## src/rtl/disp_chan_sched_if.sv

```systemverilog
// Display-channel scheduler bus.
// Groups the scheduler's control inputs and its registered outputs.
//   auto     : 1 = round-robin scan, 0 = manual select
//   man_sel  : manual channel number
//   req      : per-channel display requests (bit 0 = CPU channel)
//   cpu_wr   : one-cycle pulse, CPU wrote new channel-0 data
//   sel      : channel select to the multiplexer
//   grant    : one-hot of the displayed channel (0 when idle)
//   latch_en : one-cycle channel-0 register load enable
//   ack      : per-channel pulse on completion of a full dwell
//   busy     : a channel is held in auto mode
// master drives the inputs (bench / host), slave is the scheduler.
interface disp_chan_sched_if;
   logic       auto;
   logic [2:0] man_sel;
   logic [7:0] req;
   logic       cpu_wr;
   logic [2:0] sel;
   logic [7:0] grant;
   logic       latch_en;
   logic [7:0] ack;
   logic       busy;

   modport master (
      output auto, man_sel, req, cpu_wr,
      input  sel, grant, latch_en, ack, busy
   );

   modport slave (
      input  auto, man_sel, req, cpu_wr,
      output sel, grant, latch_en, ack, busy
   );
endinterface

```

## src/rtl/disp_chan_sched.sv

```systemverilog
// Display-channel scheduler for the eight-channel seven-segment multiplexer.
// In manual mode the switch value drives the channel select directly. In
// auto mode requesting channels are served round-robin, each held for
// DWELL_CYCLES cycles; a channel that stops requesting is released early.
// CPU writes to channel 0 are deferred until channel 0 is on screen.
// Ports:
//   clk : system clock, rising edge
//   rst : asynchronous active-high reset
//   bus : disp_chan_sched_if.slave (see interface header)
// All outputs come straight from flops.
module disp_chan_sched #(
   parameter int DWELL_CYCLES = 25_000_000,
   parameter int CNT_W        = 25
) (
   input  logic                clk,
   input  logic                rst,
   disp_chan_sched_if.slave    bus
);

   typedef enum logic [1:0] {IDLE, HOLD, MANUAL} state_t;

   state_t           state_q, state_d;
   logic [2:0]       sel_q, sel_d;
   logic [7:0]       grant_q, grant_d;
   logic [CNT_W-1:0] cnt_q, cnt_d;
   logic [7:0]       ack_q, ack_d;
   logic             busy_q, busy_d;
   logic             latch_en_q, latch_en_d;
   logic             pending_q, pending_d;

   logic             win_found;
   logic [2:0]       win_idx;
   logic [2:0]       cand;
   logic             dwell_done;
   logic             wr_any;

   // Round-robin search starting just after the current channel; k=8
   // wraps back onto sel itself so a lone requester is re-granted.
   always_comb begin
      win_found = 1'b0;
      win_idx   = sel_q;
      cand      = '0;
      for (int k = 1; k <= 8; k++) begin
         cand = sel_q + 3'(k);
         if (!win_found && bus.req[cand]) begin
            win_found = 1'b1;
            win_idx   = cand;
         end
      end
   end

   assign dwell_done = (cnt_q == CNT_W'(DWELL_CYCLES - 1));
   assign wr_any     = bus.cpu_wr | pending_q;

   always_comb begin
      state_d    = state_q;
      sel_d      = sel_q;
      grant_d    = grant_q;
      cnt_d      = cnt_q;
      ack_d      = '0;
      latch_en_d = 1'b0;
      pending_d  = pending_q;

      if (!bus.auto) begin
         state_d = MANUAL;
         sel_d   = bus.man_sel;
         grant_d = 8'b1 << bus.man_sel;
         cnt_d   = '0;
      end else begin
         unique case (state_q)
            MANUAL: begin
               // Keep sel so the scan resumes from the last manual channel.
               state_d = IDLE;
               grant_d = '0;
            end
            IDLE: begin
               if (win_found) begin
                  state_d = HOLD;
                  sel_d   = win_idx;
                  grant_d = 8'b1 << win_idx;
                  cnt_d   = '0;
               end
            end
            HOLD: begin
               if (bus.req[sel_q] && !dwell_done) begin
                  cnt_d = cnt_q + 1'b1;
               end else begin
                  // Full dwell earns an ack; early release does not.
                  if (bus.req[sel_q])
                     ack_d = 8'b1 << sel_q;
                  if (win_found) begin
                     sel_d   = win_idx;
                     grant_d = 8'b1 << win_idx;
                     cnt_d   = '0;
                  end else begin
                     state_d = IDLE;
                     grant_d = '0;
                     cnt_d   = '0;
                  end
               end
            end
            default: state_d = IDLE;
         endcase
      end

      // Channel-0 load: immediate in manual, otherwise held pending until
      // the edge that puts channel 0 on screen (same-edge writes included).
      if (state_d == MANUAL) begin
         latch_en_d = bus.cpu_wr;
         pending_d  = 1'b0;
      end else begin
         latch_en_d = wr_any & grant_d[0];
         pending_d  = wr_any & ~grant_d[0];
      end

      busy_d = (state_d == HOLD);
   end

   always_ff @(posedge clk or posedge rst) begin
      if (rst) begin
         state_q    <= IDLE;
         sel_q      <= '0;
         grant_q    <= '0;
         cnt_q      <= '0;
         ack_q      <= '0;
         busy_q     <= 1'b0;
         latch_en_q <= 1'b0;
         pending_q  <= 1'b0;
      end else begin
         state_q    <= state_d;
         sel_q      <= sel_d;
         grant_q    <= grant_d;
         cnt_q      <= cnt_d;
         ack_q      <= ack_d;
         busy_q     <= busy_d;
         latch_en_q <= latch_en_d;
         pending_q  <= pending_d;
      end
   end

   assign bus.sel      = sel_q;
   assign bus.grant    = grant_q;
   assign bus.latch_en = latch_en_q;
   assign bus.ack      = ack_q;
   assign bus.busy     = busy_q;

endmodule

```

## src/flat_wrapper.sv

```systemverilog
// flat-port wrapper written by rule: the top's interface ports become plain ports
module disp_chan_sched_flat 
#(
   parameter int DWELL_CYCLES = 25_000_000,
   parameter int CNT_W        = 25
)
  (clk, rst, bus_auto, bus_man_sel, bus_req, bus_cpu_wr, bus_sel, bus_grant, bus_latch_en, bus_ack, bus_busy);
  disp_chan_sched_if bus_i ();
  input  logic clk;
  input  logic rst;
  input wire logic [$bits(bus_i.auto)-1:0] bus_auto;
  input wire logic [$bits(bus_i.man_sel)-1:0] bus_man_sel;
  input wire logic [$bits(bus_i.req)-1:0] bus_req;
  input wire logic [$bits(bus_i.cpu_wr)-1:0] bus_cpu_wr;
  output wire logic [$bits(bus_i.sel)-1:0] bus_sel;
  output wire logic [$bits(bus_i.grant)-1:0] bus_grant;
  output wire logic [$bits(bus_i.latch_en)-1:0] bus_latch_en;
  output wire logic [$bits(bus_i.ack)-1:0] bus_ack;
  output wire logic [$bits(bus_i.busy)-1:0] bus_busy;
  assign bus_i.auto = bus_auto;
  assign bus_i.man_sel = bus_man_sel;
  assign bus_i.req = bus_req;
  assign bus_i.cpu_wr = bus_cpu_wr;
  assign bus_sel = bus_i.sel;
  assign bus_grant = bus_i.grant;
  assign bus_latch_en = bus_i.latch_en;
  assign bus_ack = bus_i.ack;
  assign bus_busy = bus_i.busy;
  disp_chan_sched #(.DWELL_CYCLES(DWELL_CYCLES), .CNT_W(CNT_W)) u_core (.clk(clk), .rst(rst), .bus(bus_i));
endmodule
```

## config.mk

```make
export PLATFORM = sky130hd
export DESIGN_NAME = disp_chan_sched_flat
export DESIGN_NICKNAME = d
export VERILOG_FILES = /design/src/rtl/disp_chan_sched_if.sv /design/src/rtl/disp_chan_sched.sv /design/src/flat_wrapper.sv
export SDC_FILE = /design/constraint.sdc
export NUM_CORES = 1
export LEC_CHECK = 0
export ABC_AREA = 1
export CORE_MARGIN = 3
export CORE_UTILIZATION = 45
export CTS_CLUSTER_SIZE = 28
export DETAILED_ROUTE_END_ITERATION = 16
export PLACE_DENSITY = 0.7
export SLEW_MARGIN = 20
export SYNTH_ARGS = -nofsm -noshare
export SYNTH_HDL_FRONTEND = slang
export SYNTH_SLANG_ARGS = --single-unit
export TNS_END_PERCENT = 30
```

## constraint.sdc

```tcl
create_clock -name clk -period 6.1 [get_ports clk]
set_input_delay 1.22 -clock clk [delete_from_list [all_inputs] [get_ports clk]]
set_output_delay 1.22 -clock clk [all_outputs]
set_load 0.05 [all_outputs]
```

== After elaboration in Yosys (flattened, before gate mapping) ==
Cells that the tools add are included.

* Logic and storage cells: 117
* Memories kept: 0
* Memory bits (read-only): 0
* Bits in latches: 0
* Output and inout bits: 21
* Register bits: 49
* RAM bits: 0

* Bitwise operators: 4
* Order comparisons: 8
* Div/mod/pow operators: 0
* $add $sub $neg: 8
* Eq/ne operators: 9
* Reductions and logical operators: 20
* Mux-type cells: 56
* Shift-type cells: 3
* Multipliers: 0

{| class="wikitable"
|+ Operators with widths
! cell !! number
|-
| two-way mux 25 bit || 3
|-
| two-way mux 8 bit || 8
|-
| case mux 25 bit (2 select lines) || 1
|-
| two-way mux 3 bit || 11
|-
| < comparator 3 x 4 -> 1 bit (second input constant) || 8
|-
| adder 25 x 1 -> 25 bit (second input constant) || 1
|-
| == test 25 bit (second input constant) || 1
|-
| binary-select mux 1 bit (select 3 bit) || 8
|-
| case mux 8 bit (3 select lines) || 1
|-
| left shift 1 x 3 -> 8 bit (first input constant) || 3
|-
| two-way mux 1 bit || 18
|-
| adder 3 bit (second input constant) || 4
|-
| logical AND 1 bit || 8
|-
| zero test 1 bit || 8
|-
| two-way mux 2 bit || 4
|-
| adder 3 x 2 -> 3 bit (second input constant) || 2
|-
| case mux 3 bit (2 select lines) || 1
|-
| == test 2 x 1 -> 1 bit (second input constant) || 2
|-
| == test 2 bit (second input constant) || 2
|-
| != test 4 x 1 -> 1 bit (second input constant) || 1
|-
| case mux 2 bit (2 select lines) || 1
|-
| AND reduction 2 bit || 2
|-
| adder 3 x 1 -> 3 bit (second input constant) || 1
|-
| != test 3 x 1 -> 1 bit (second input constant) || 1
|-
| other kinds (7) || 8
|}

== Depth between registers and ports, before layout ==
Gate-level depths: netlist (run 1).

* Depth after elaboration: 33
* Gate-level depth with buffers: 26
* Mapped depth without buffers: 24

== Worst setup path after synthesis (run 1) ==
OpenSTA, ideal clock, no wires.

* Path kind: flip-flop to flip-flop
* From: register u_core.sel_q[1] (netlist: u_core.bus.sel[1])
* To: register u_core.cnt_q[8]
* Cell stages (with the launch flop): 20
* Library setup time: 0.126 ns
* Slack: 2.808 ns
* Arrival: 3.167 ns
* Required time: 5.974 ns
* Path buffers: 2
* Cell sequence: dfrtp_1 buf_2 inv_1 ha_1 inv_1 nand3_1 nand3b_1 nand2_2 nor2_4 nand4_4 nor2_8 nand2_2 nor2_4 nand3_4 nand2_2 inv_2 buf_6 nand2_1 o21ai_0 nor3b_2

* Cells in the longest elaborated chain, start to end: 27
* Elaborated cells between the ends (all ways): 51
* Classes of those cells: add/sub (7); eq/ne (1); mux (27); reduce/logical (16)

{| class="wikitable"
|+ Ends and longest elaborated chain
! item !! line !! text
|-
| start, declared || disp_chan_sched.sv:23 || <nowiki>logic [2:0] sel_q, sel_d;</nowiki>
|-
| start signal, assigned || disp_chan_sched.sv:131 || <nowiki>sel_q <= sel_d;</nowiki>
|-
| adder 3 x 1 -> 3 bit || disp_chan_sched.sv:44 || <nowiki>cand = sel_q + 3'(k);</nowiki>
|-
| binary-select mux 1 bit (select 3 bit) || disp_chan_sched.sv:45 || <nowiki>if (!win_found && bus.req[cand]) begin</nowiki>
|-
| two-way mux 1 bit (not written as such) || disp_chan_sched.sv:45 ||
|-
| two-way mux 1 bit || disp_chan_sched.sv:45 ||
|-
| zero test 1 bit || disp_chan_sched.sv:45 ||
|-
| logical AND 1 bit || disp_chan_sched.sv:45 ||
|-
| two-way mux 1 bit || disp_chan_sched.sv:45 ||
|-
| zero test 1 bit || disp_chan_sched.sv:45 ||
|-
| (+11 left out) || -- ||
|-
| zero test 1 bit || disp_chan_sched.sv:45 ||
|-
| logical AND 1 bit || disp_chan_sched.sv:45 ||
|-
| two-way mux 1 bit || disp_chan_sched.sv:45 ||
|-
| zero test 1 bit || disp_chan_sched.sv:45 ||
|-
| logical AND 1 bit || disp_chan_sched.sv:45 ||
|-
| two-way mux 1 bit || disp_chan_sched.sv:45 ||
|-
| != test 3 x 2 -> 1 bit (no source line) || -- ||
|-
| AND reduction 2 bit (no source line) || -- ||
|-
| end signal, assigned || disp_chan_sched.sv:133 || <nowiki>cnt_q <= cnt_d;</nowiki>
|-
| end, declared || disp_chan_sched.sv:25 || <nowiki>logic [CNT_W-1:0] cnt_q, cnt_d;</nowiki>
|}

Parallel ways exist; a longest one is shown, timed or not. The select of a mux whose other input is x is not followed.
A chain may end at the register's enable or synchronous reset.

== Worst setup path in the final report (run 1) ==
* From: register u_core.sel_q[1] (netlist: u_core.bus.sel[1])
* To: register u_core.cnt_q[13]

The elaborated chain is that of the path after synthesis.

==> results.cfg, run 1 <==
[cells_and_area]
drive_gt1_share_pct = 9.13
nFillCells = 703
syn_to_final_growth_pct = 14.2
stdcell_count = 614
fin_util_pct = 53.9
final_nets = 541
antenna_cells_inserted = 0

[placement]
place_congestion = 0.950
port_buffers = 35
dp.cells = 607
place_hpwl_um = 6120

[logic_synthesis]
synth.distinct_cells = 46
synth_edf_count = 0
synth.most_common_cell = nand2_1
yosys-top-cells-count = 118 x nand2_1, 62 x inv_1, 49 x dfrtp_1, 48 x nor2_1, 45 x nand3_1
yosysSeqAreaShare_pct = 35.2
syn_inst = 481
synth_top_area_cell = dfrtp_1
syn-num-nets = 507
netlist_area_um2 = 3480
synth-seq-cells = 49
yosys_most_used_dff = dfrtp_1
syn_area_per_cell_um2 = 7.24
ys_top_cells_by_area = dfrtp_1 35%, nand2_1 13%, inv_1 6.7%
yosys.area_share.simple_pct = 38.4
synthMuxAreaShare_pct = 0
synthAdderAreaFrac_pct = 3.95
synth_top_area_share_pct = 35.2
synth_top_family_by_area = simple AND/OR/NAND/NOR gates
async_reset_ff_share_pct = 100
yosysWarnings = 0
synth-xor-area-share_pct = 2.77
synth_compound_area_share_pct = 9.95

[setup_path]
arrival_ns = 4.04
cp_max_fo = 12
critPathMaxStageDelay_ns = 0.66
required_ns = 6.30
crit_slowest_cell = dfrtp_1
end_kind = register
path_cells = inv_1 > ha_1 > inv_1 > nand3_1 > nand3b_1 > nand2_2 > nor2_4 > nand4_4 > nor2_8 > nand2_2 > nor2_4 > nand3_4 > nand2_2 > inv_2 > nand3_1 > inv_1 > nand3_1 > nor2_1 > nor2_1 > nor2_1
path_buf_inv = 4
path_delay_family = simple AND/OR/NAND/NOR gates
crit_type = register to register
cp-start-kind = register

[route]
drcViolationCount = 0
first_pass_iters = 5
vias = 3171
ant_nets = 0
drt_iter0_markers = 133
wl_per_cell_um = 13.0
finalWirelength_um = 7990
viasPerCell = 5.16

[clocking]
htree_levels = 2
cts_resized = 0
clk_latency_ns = 0.31
cts_buffers = 5
postCtsSetupRepairBufs = 0
clock_path_buffers = 2
cts_root_buf = clkbuf_8
clkSlewWorstSetupHoldPaths_ns = 0.09
cts_tree = done
postCtsHoldBufs = 0
clock_sinks = 49

[hold_path]
hold_path_class = register to register

[die]
start_util_pct = 47.2
die_y_um = 94.0
rows = 31
die-width_um = 94.0
core-area_um2 = 7370
io_pins = 36
dieArea_um2 = 8830

[outcome]
status = finished clean

[power_and_ir_drop]
p_int_mw = 0.870
swShare_pct = 56.3
vdd_drop_max_mv = 0.446
power_frac_clock_pct = 9.9
power_frac_comb_pct = 68.8
leakage_nw = 1.89
power_density_nw_per_um2 = 501
power_mw = 1.99
seq_power_share_pct = 21.3
p_switching_mw = 1.12

[timing]
setup_viol = 0
finalSetupTns_ns = 0
finClkSkew_ns = 0.00907
min_period_ns = 3.84
finalHoldViolations = 0
max_freq_mhz = 260
slew_viol_final = 0
rsz0062_at_grt = false
post-route-period-util_pct = 63.0
slew_headroom_pct = 44.4
max_slew.worst_pin.slew_ns = 0.833

[global_routing]
track_usage_pct = 18.8
first_global_vias = 3039
antenna_found_initial = 0
grt_max_degree = 50
grt_pass1_wl_um = 13500
grt-ovfl-total = 0

[run]
cap_viol_max_count = 0
sequential cells by signal, indices dropped and copies added (netlist names):
signal               cells
u_core.bus.ack           8
u_core.bus.busy          1
u_core.bus.grant         8
u_core.bus.latch_en      1
u_core.bus.sel           3
u_core.cnt_q            25
u_core.pending_q         1
u_core.state_q           2
metal layers:
layer	vias up	track usage (%)	routed length, um
met5	-	0	0
met4	0	5.17	76
met3	8	3.45	314
met2	70	31.8	4040
met1	1464	24.6	3570
li1	1629	-	-
tightest hold or removal path: cells and delay by family (launching register included):
| family | cells | cell delay (ns) |
|---|---|---|
| flops | 1 | 0.37 |
| simple gates | 2 | 0.12 |
layout make-up:
class                           instances  area [um2]  area share (%)
Clock buffer                            6        82.6            2.08
Inverter                               69         265            6.67
Timing Repair Buffer                   35         350            8.81
Clock inverter                          1        7.51           0.189
Multi-Input combinational cell        355        1920            48.3
Tap cell                               99         124            3.12
Sequential cell                        49        1230            30.8
power groups by stage:
stage	Sequential (mW)	Combinational [mW]	Clock, mW
floorplan	0.523	0.989	0
global placement	0.430	1.34	0
detailed placement	0.431	1.35	0
CTS	0.424	1.36	0.206
global route	0.433	1.55	0.219
finish	0.424	1.37	0.198
through the flow:
step                      cell area, um2  hold slack (ns)  setup WS [ns]
after floorplan                     3480            0.475           2.81
final                               3980            0.523           2.26
after global placement              3880            0.508           2.25
after CTS                           3970            0.531           2.28
after global routing                3980            0.574           1.88
after detailed placement            3880            0.507           2.17
cell families (layout without fill, tap and decap cells):
| group | count (synthesis) | after routing |
|---|---|---|
| and+or+nand+nor | 274 | 274 |
| buffers and inverters | 77 | 111 |
| AOI/OAI and AO/OA | 59 | 59 |
| DFF | 49 | 49 |
| adders and majority gates | 11 | 11 |
| xor gates and xnor gates | 11 | 11 |
final timing paths:
path	end	cells past startpoint	startpoint	slack [ns]
hold reg to reg	u_core.cnt_q[1]	2	u_core.cnt_q[1]	0.52
hold / removal	u_core.cnt_q[1]	2	u_core.cnt_q[1]	0.52
min in group asynchronous	u_core.bus.latch_en	2	rst	1.37
max in group asynchronous	u_core.cnt_q[10]	2	rst	4.24
setup / recovery	u_core.cnt_q[13]	20	u_core.bus.sel[1]	2.26
setup reg to reg	u_core.cnt_q[13]	20	u_core.bus.sel[1]	2.26
placed cells by master (no fill, tap or decap), types with 2 or more instances in the layout:
cell             count
nor4_1               3
inv_2                3
nor2_1              48
a21oi_1             27
dfrtp_1             49
xor2_1               9
clkinv_2             3
or2_2                3
nand3b_1             3
clkdlybuf4s50_1     35
nand4_1              9
nor3b_2              2
nand3_1             45
nand2_2              9
nand3_2              6
nand2_1            118
nor3_1              16
inv_1               61
o21ai_1              6
o21ai_0             17
nor2_2               2
nor2_4               2
clkbuf_8             6
xnor2_1              2
ha_1                11
Note: power is estimated with default switching activity, not from simulation.
==> run 2: changes to the inputs <==
==> constraint.sdc (replaced) <==
create_clock -name clk -period 3.7 [get_ports clk]
set_input_delay 0.74 -clock clk [delete_from_list [all_inputs] [get_ports clk]]
set_output_delay 0.74 -clock clk [all_outputs]
set_load 0.05 [all_outputs]
==> run 2 against run 1 <==
Clock-buffer cell count shrank 1. Sequential share of layout area decreased by 0.46 points. Power rose by 72%. Critical path depth unchanged. Sequential power increased by 55%. Combinational power increased by 72%. Design area grew 1.5%. Routed wire length rose by 4.4%. Final cell count rose by 0.98%. Highest routed layer unchanged. Die area unchanged. Global-route usage grew 1.4 points. Via count grew 1.5%.
==> results.cfg, run 2 (same netlist as run 1, synthesis figures left out) <==
[outcome]
status = finished clean

[setup_path]
arrival_ns = 3.53
required_ns = 3.91
end_kind = register
cp_max_fo = 11
crit_type = register to register
reg2reg_from = u_core.bus.sel[1]
ff2ff_setup_slack_ns = 0.38
worst_r2r_path_depth = 20
r2r_end = u_core.cnt_q[13]
cp-start-kind = register

[die]
core-area_um2 = 7370
start_util_pct = 47.2
rows = 31
die_y_um = 94.0
io_pins = 36
die-width_um = 94.0
dieArea_um2 = 8830

[route]
wl_per_cell_um = 13.5
drt_iter0_markers = 136
drcViolationCount = 0
ant_nets = 0
vias = 3219
finalWirelength_um = 8350
first_pass_iters = 5
viasPerCell = 5.19

[global_routing]
first_global_vias = 3073
grt-ovfl-total = 0
antenna_found_initial = 0
grt_pass1_wl_um = 14400
grt_max_degree = 50
track_usage_pct = 20.2

[placement]
port_buffers = 35
place_hpwl_um = 6450
place_congestion = 0.901

[power_and_ir_drop]
vdd_drop_max_mv = 0.683
leakage_nw = 1.92
power_density_nw_per_um2 = 848

[timing]
hold_slack_ns = 0.534
slew_viol_final = 0
rsz0062_at_grt = false
finClkSkew_ns = 0.00420
max_slew.worst_pin.slew_ns = 0.831
max_freq_mhz = 302
setup_viol = 0
min_period_ns = 3.32
finalHoldViolations = 0
finalSetupTns_ns = 0
slew_headroom_pct = 44.5
post-route-period-util_pct = 89.6

[cells_and_area]
drive_gt1_share_pct = 10.2
final_nets = 546
largest_register = u_core.cnt_q
largest_reg_flops = 25
nFillCells = 720
multi_input_area_um2 = 1920
layout_commonest_cell = nand2_1
antenna_cells_inserted = 0
ff_latch_area_um2 = 1230
syn_to_final_growth_pct = 15.9
final_cell_mix = 118 x nand2_1, 61 x inv_1, 49 x dfrtp_1

[clocking]
clk_latency_ns = 0.31
cts_buffers = 5
clkSlewWorstSetupHoldPaths_ns = 0.10
clock_path_buffers = 2
cts_root_buf = clkbuf_8
postCtsHoldBufs = 0
clock_sinks = 49
htree_levels = 2
cts_tree = done
cts_resized = 0
postCtsSetupRepairBufs = 0

[hold_path]
hold_end = u_core.cnt_q[0]
min-delay-start = u_core.cnt_q[0]
hold_path_class = register to register
holdPathStages = 1

[run]
cap_viol_max_count = 0
## run 2: changes by cell type in the layout (fill, tap and decap cells not counted), sizes merged
cell	delta
buf	+5
bufinv	+1
clkbuf	-1
clkinv	+1
clkinvlp	-1
inv	+1
## run 2: per-layer routing
metal / GRT usage, % / wire (um) / share of wire, % / up-vias
met3: 2.72 / 301 / 3.6 / 12
li1: - / - / - / 1644
met5: 0 / 0 / 0 / -
met4: 5.78 / 114 / 1.4 / 0
met1: 27.2 / 3900 / 47 / 1486
met2: 33.8 / 4030 / 48 / 77
## run 2: where the power goes
group | switching (mW) | total [mW] | internal (mW)
Sequential | 0.0531 | 0.656 | 0.603
Clock | 0.203 | 0.406 | 0.203
Combinational | 1.64 | 2.36 | 0.717
## run 2: area by class of cell
class                   count  area share [%]
flip-flops and latches     49            30.4
repair buffers             40            9.61
clock buffers               5            1.71
well taps                  99            3.07
clock inverters             3            1.09
inverters                  69            6.57
multi-input cells         355            47.6
## run 2: worst max path at each step
stage	startpoint	slack, ns	to	cells past startpoint
3_3_place_gp	bus_req[6]	0.39	u_core.cnt_q[13]	19
2_1_floorplan	u_core.bus.sel[1]	0.41	u_core.cnt_q[8]	19
3_5_place_dp	bus_req[0]	0.30	u_core.cnt_q[13]	19
4_1_cts	u_core.bus.sel[1]	0.40	u_core.cnt_q[13]	20
6_report	u_core.bus.sel[1]	0.38	u_core.cnt_q[13]	20
5_1_grt	u_core.bus.sel[1]	0.13	u_core.cnt_q[13]	20
## run 2: worst max-delay path, stage by stage (launching register included)
cell,delay [ns]
dfrtp_1,0.39
inv_1,0.19
ha_1,0.36
inv_1,0.22
nand3_1,0.13
nand3b_1,0.19
nand2_2,0.12
nor2_4,0.17
nand4_4,0.13
nor2_8,0.16
nand2_2,0.08
nor2_4,0.10
nand3_4,0.10
nand2_2,0.21
inv_2,0.15
nand3_1,0.14
inv_1,0.07
nand3_1,0.11
nor2_1,0.05
nor2_1,0.08
nor2_1,0.04
## run 2: per-stage QoR
stage	instances	setup WS [ns]	area, um2	total power, mW	util [%]
after floorplan	481	0.408	3480	2.49	-
after global placement	612	0.393	3920	3.03	53.2
after detailed placement	612	0.302	3920	3.00	53.2
after CTS	620	0.399	4030	3.42	54.7
after global routing	620	0.133	4040	3.75	54.8
final	620	0.384	4040	3.42	54.8
==> run 3: changes to the inputs <==
==> constraint.sdc (replaced) <==
create_clock -name clk -period 3.3 [get_ports clk]
set_input_delay 0.66 -clock clk [delete_from_list [all_inputs] [get_ports clk]]
set_output_delay 0.66 -clock clk [all_outputs]
set_load 0.05 [all_outputs]
==> run 3 against run 2 <==
Design area up 0.74%. Final cell count increased by 0.97%. Via count is 1.1% higher. Register-to-register slack got worse by 0.06 ns. Sequential cell count unchanged. Fmax grew 11%. Critical path type unchanged. Largest power group unchanged.
==> results.cfg, run 3 (same netlist as run 1, synthesis figures left out) <==
[clocking]
postCtsSetupRepairBufs = 0
cts_root_buf = clkbuf_8
cts_tree = done
clk_latency_ns = 0.30
clock_sinks = 49
htree_levels = 2
postCtsHoldBufs = 0
cts_buffers = 5
clock_path_buffers = 2
clkSlewWorstSetupHoldPaths_ns = 0.09

[run]
cap_viol_max_count = 0

[timing]
slew_viol_final = 0
post-route-period-util_pct = 90.2
min_period_ns = 2.98
setup_viol = 0
finalHoldViolations = 0
max_freq_mhz = 336
finalSetupTns_ns = 0
slew_headroom_pct = 60.5
finClkSkew_ns = 0.0146
hold_slack_ns = 0.523
max_slew.worst_pin.slew_ns = 0.592
rsz0062_at_grt = false
worst_slack_ns = 0.325

[setup_path]
r2r_end = u_core.cnt_q[13]
path_delay_family = simple AND/OR/NAND/NOR gates
cp-start-kind = register
arrival_ns = 3.17
path_buf_inv = 4
crit_type = register to register
worst_r2r_path_depth = 20
end_kind = register
cp_max_fo = 11
ff2ff_setup_slack_ns = 0.32
path_cells = inv_1 > ha_1 > inv_1 > nand3_1 > nand3b_1 > nand2_2 > nor2_4 > nand4_4 > nor2_8 > nand2_2 > nor2_4 > nand3_4 > nand2_2 > inv_2 > nand3_1 > inv_1 > nand3_1 > nor2_1 > nor2_1 > nor2_1
critPathMaxStageDelay_ns = 0.44
required_ns = 3.49
reg2reg_from = u_core.bus.sel[1]
crit_slowest_cell = dfrtp_2

[die]
dieArea_um2 = 8830
io_pins = 36
rows = 31
die_y_um = 94.0
core-area_um2 = 7370
start_util_pct = 47.2
die-width_um = 94.0

[cells_and_area]
final_nets = 553
final_cell_mix = 118 x nand2_1, 61 x inv_1, 48 x nor2_1, 48 x dfrtp_1, 45 x nand3_1
antenna_cells_inserted = 0
drive_gt1_share_pct = 11.4
fin_util_pct = 55.2
largest_reg_flops = 25
stdcell_count = 626
layout_commonest_cell = nand2_1
largest_register = u_core.cnt_q
syn_to_final_growth_pct = 16.7

[hold_path]
holdPathStages = 2
hold_end = u_core.cnt_q[1]
hold_path_class = register to register
min-delay-start = u_core.cnt_q[1]

[global_routing]
grt_max_degree = 24
antenna_found_initial = 0
track_usage_pct = 19.8
grt_pass1_wl_um = 14200
grt-ovfl-total = 0
first_global_vias = 3124

[placement]
port_buffers = 35
place_congestion = 0.906
post-place-ws_ns = 0.125
place_hpwl_um = 6260
dp.cells = 619

[power_and_ir_drop]
leakage_nw = 1.94
vdd_drop_max_mv = 0.803
p_int_mw = 1.71
power_frac_comb_pct = 70.7
power_frac_clock_pct = 9.5
power_density_nw_per_um2 = 937
seq_power_share_pct = 19.7
swShare_pct = 55.1
p_switching_mw = 2.10

[route]
viasPerCell = 5.20
vias = 3255
drt_iter0_markers = 154
first_pass_iters = 5
finalWirelength_um = 8000
drcViolationCount = 0
wl_per_cell_um = 12.8
ant_nets = 0

[outcome]
status = finished clean
## run 3: final cells by class
| class | count | area [um2] |
|---|---|---|
| fill | 716 | 3300 |
| inverter | 69 | 264 |
| multi-input combinational | 355 | 1920 |
| clock inverter | 1 | 7.51 |
| tap | 99 | 124 |
| timing repair buffer | 47 | 440 |
| sequential | 49 | 1230 |
| clock buffer | 6 | 82.6 |
## run 3: what timing repair did
item / in CTS / in global routing
endpoints found under the hold margin: 0 / 0
endpoints found under the setup margin: 0 / 3
resized for setup: 0 / 1
## run 3: worst register-to-register path, cell delays in order, from the launching register on
cell and delay [ns]:
dfrtp_2 0.44, inv_1 0.08, ha_1 0.29, inv_1 0.19, nand3_1 0.13, nand3b_1 0.15, nand2_2 0.11, nor2_4 0.17
nand4_4 0.14, nor2_8 0.16, nand2_2 0.08, nor2_4 0.10, nand3_4 0.09, nand2_2 0.17, inv_2 0.13, nand3_1 0.12
inv_1 0.06, nand3_1 0.10, nor2_1 0.05, nor2_1 0.08, nor2_1 0.04
## run 3: stage by stage
stage | total power, mW | cell area [um2]
floorplan | 2.79 | 3480
global placement | 3.41 | 3970
detailed placement | 3.42 | 3970
CTS | 3.80 | 4060
global route | 4.19 | 4070
finish | 3.81 | 4070
## run 3: worst max path at each step
| stage | startpoint | endpoint | slack, ns | cells past startpoint |
|---|---|---|---|---|
| 2_1_floorplan | u_core.bus.sel[1] | u_core.cnt_q[8] | 0.008 | 19 |
| 3_3_place_gp | bus_req[6] | u_core.cnt_q[13] | 0.19 | 19 |
| 3_5_place_dp | bus_req[0] | u_core.cnt_q[13] | 0.13 | 19 |
| 4_1_cts | u_core.bus.sel[1] | u_core.cnt_q[13] | 0.26 | 20 |
| 5_1_grt | u_core.bus.sel[1] | u_core.cnt_q[13] | 0.004 | 19 |
| 6_report | u_core.bus.sel[1] | u_core.cnt_q[13] | 0.32 | 20 |
## run 3: power by group through the flow
stage          sequential, mW  clock (mW)  combinational [mW]
4_1_cts                 0.752       0.375                2.67
3_5_place_dp            0.762           0                2.65
6_report                0.751       0.363                2.69
5_1_grt                 0.766       0.391                3.03
3_3_place_gp            0.760           0                2.65
2_1_floorplan           0.967           0                1.83
## run 3: metal layers
layer  routed length [um]  part of all wire [%]  global-route usage [%]  up-vias
li1                     -                     -                       -     1657
met1                 3680                    46                    26.6     1501
met2                 3900                    49                    33.8       85
met3                  306                   3.8                    2.16       12
met4                  112                   1.4                    5.17        0
met5                    0                     0                       0        -
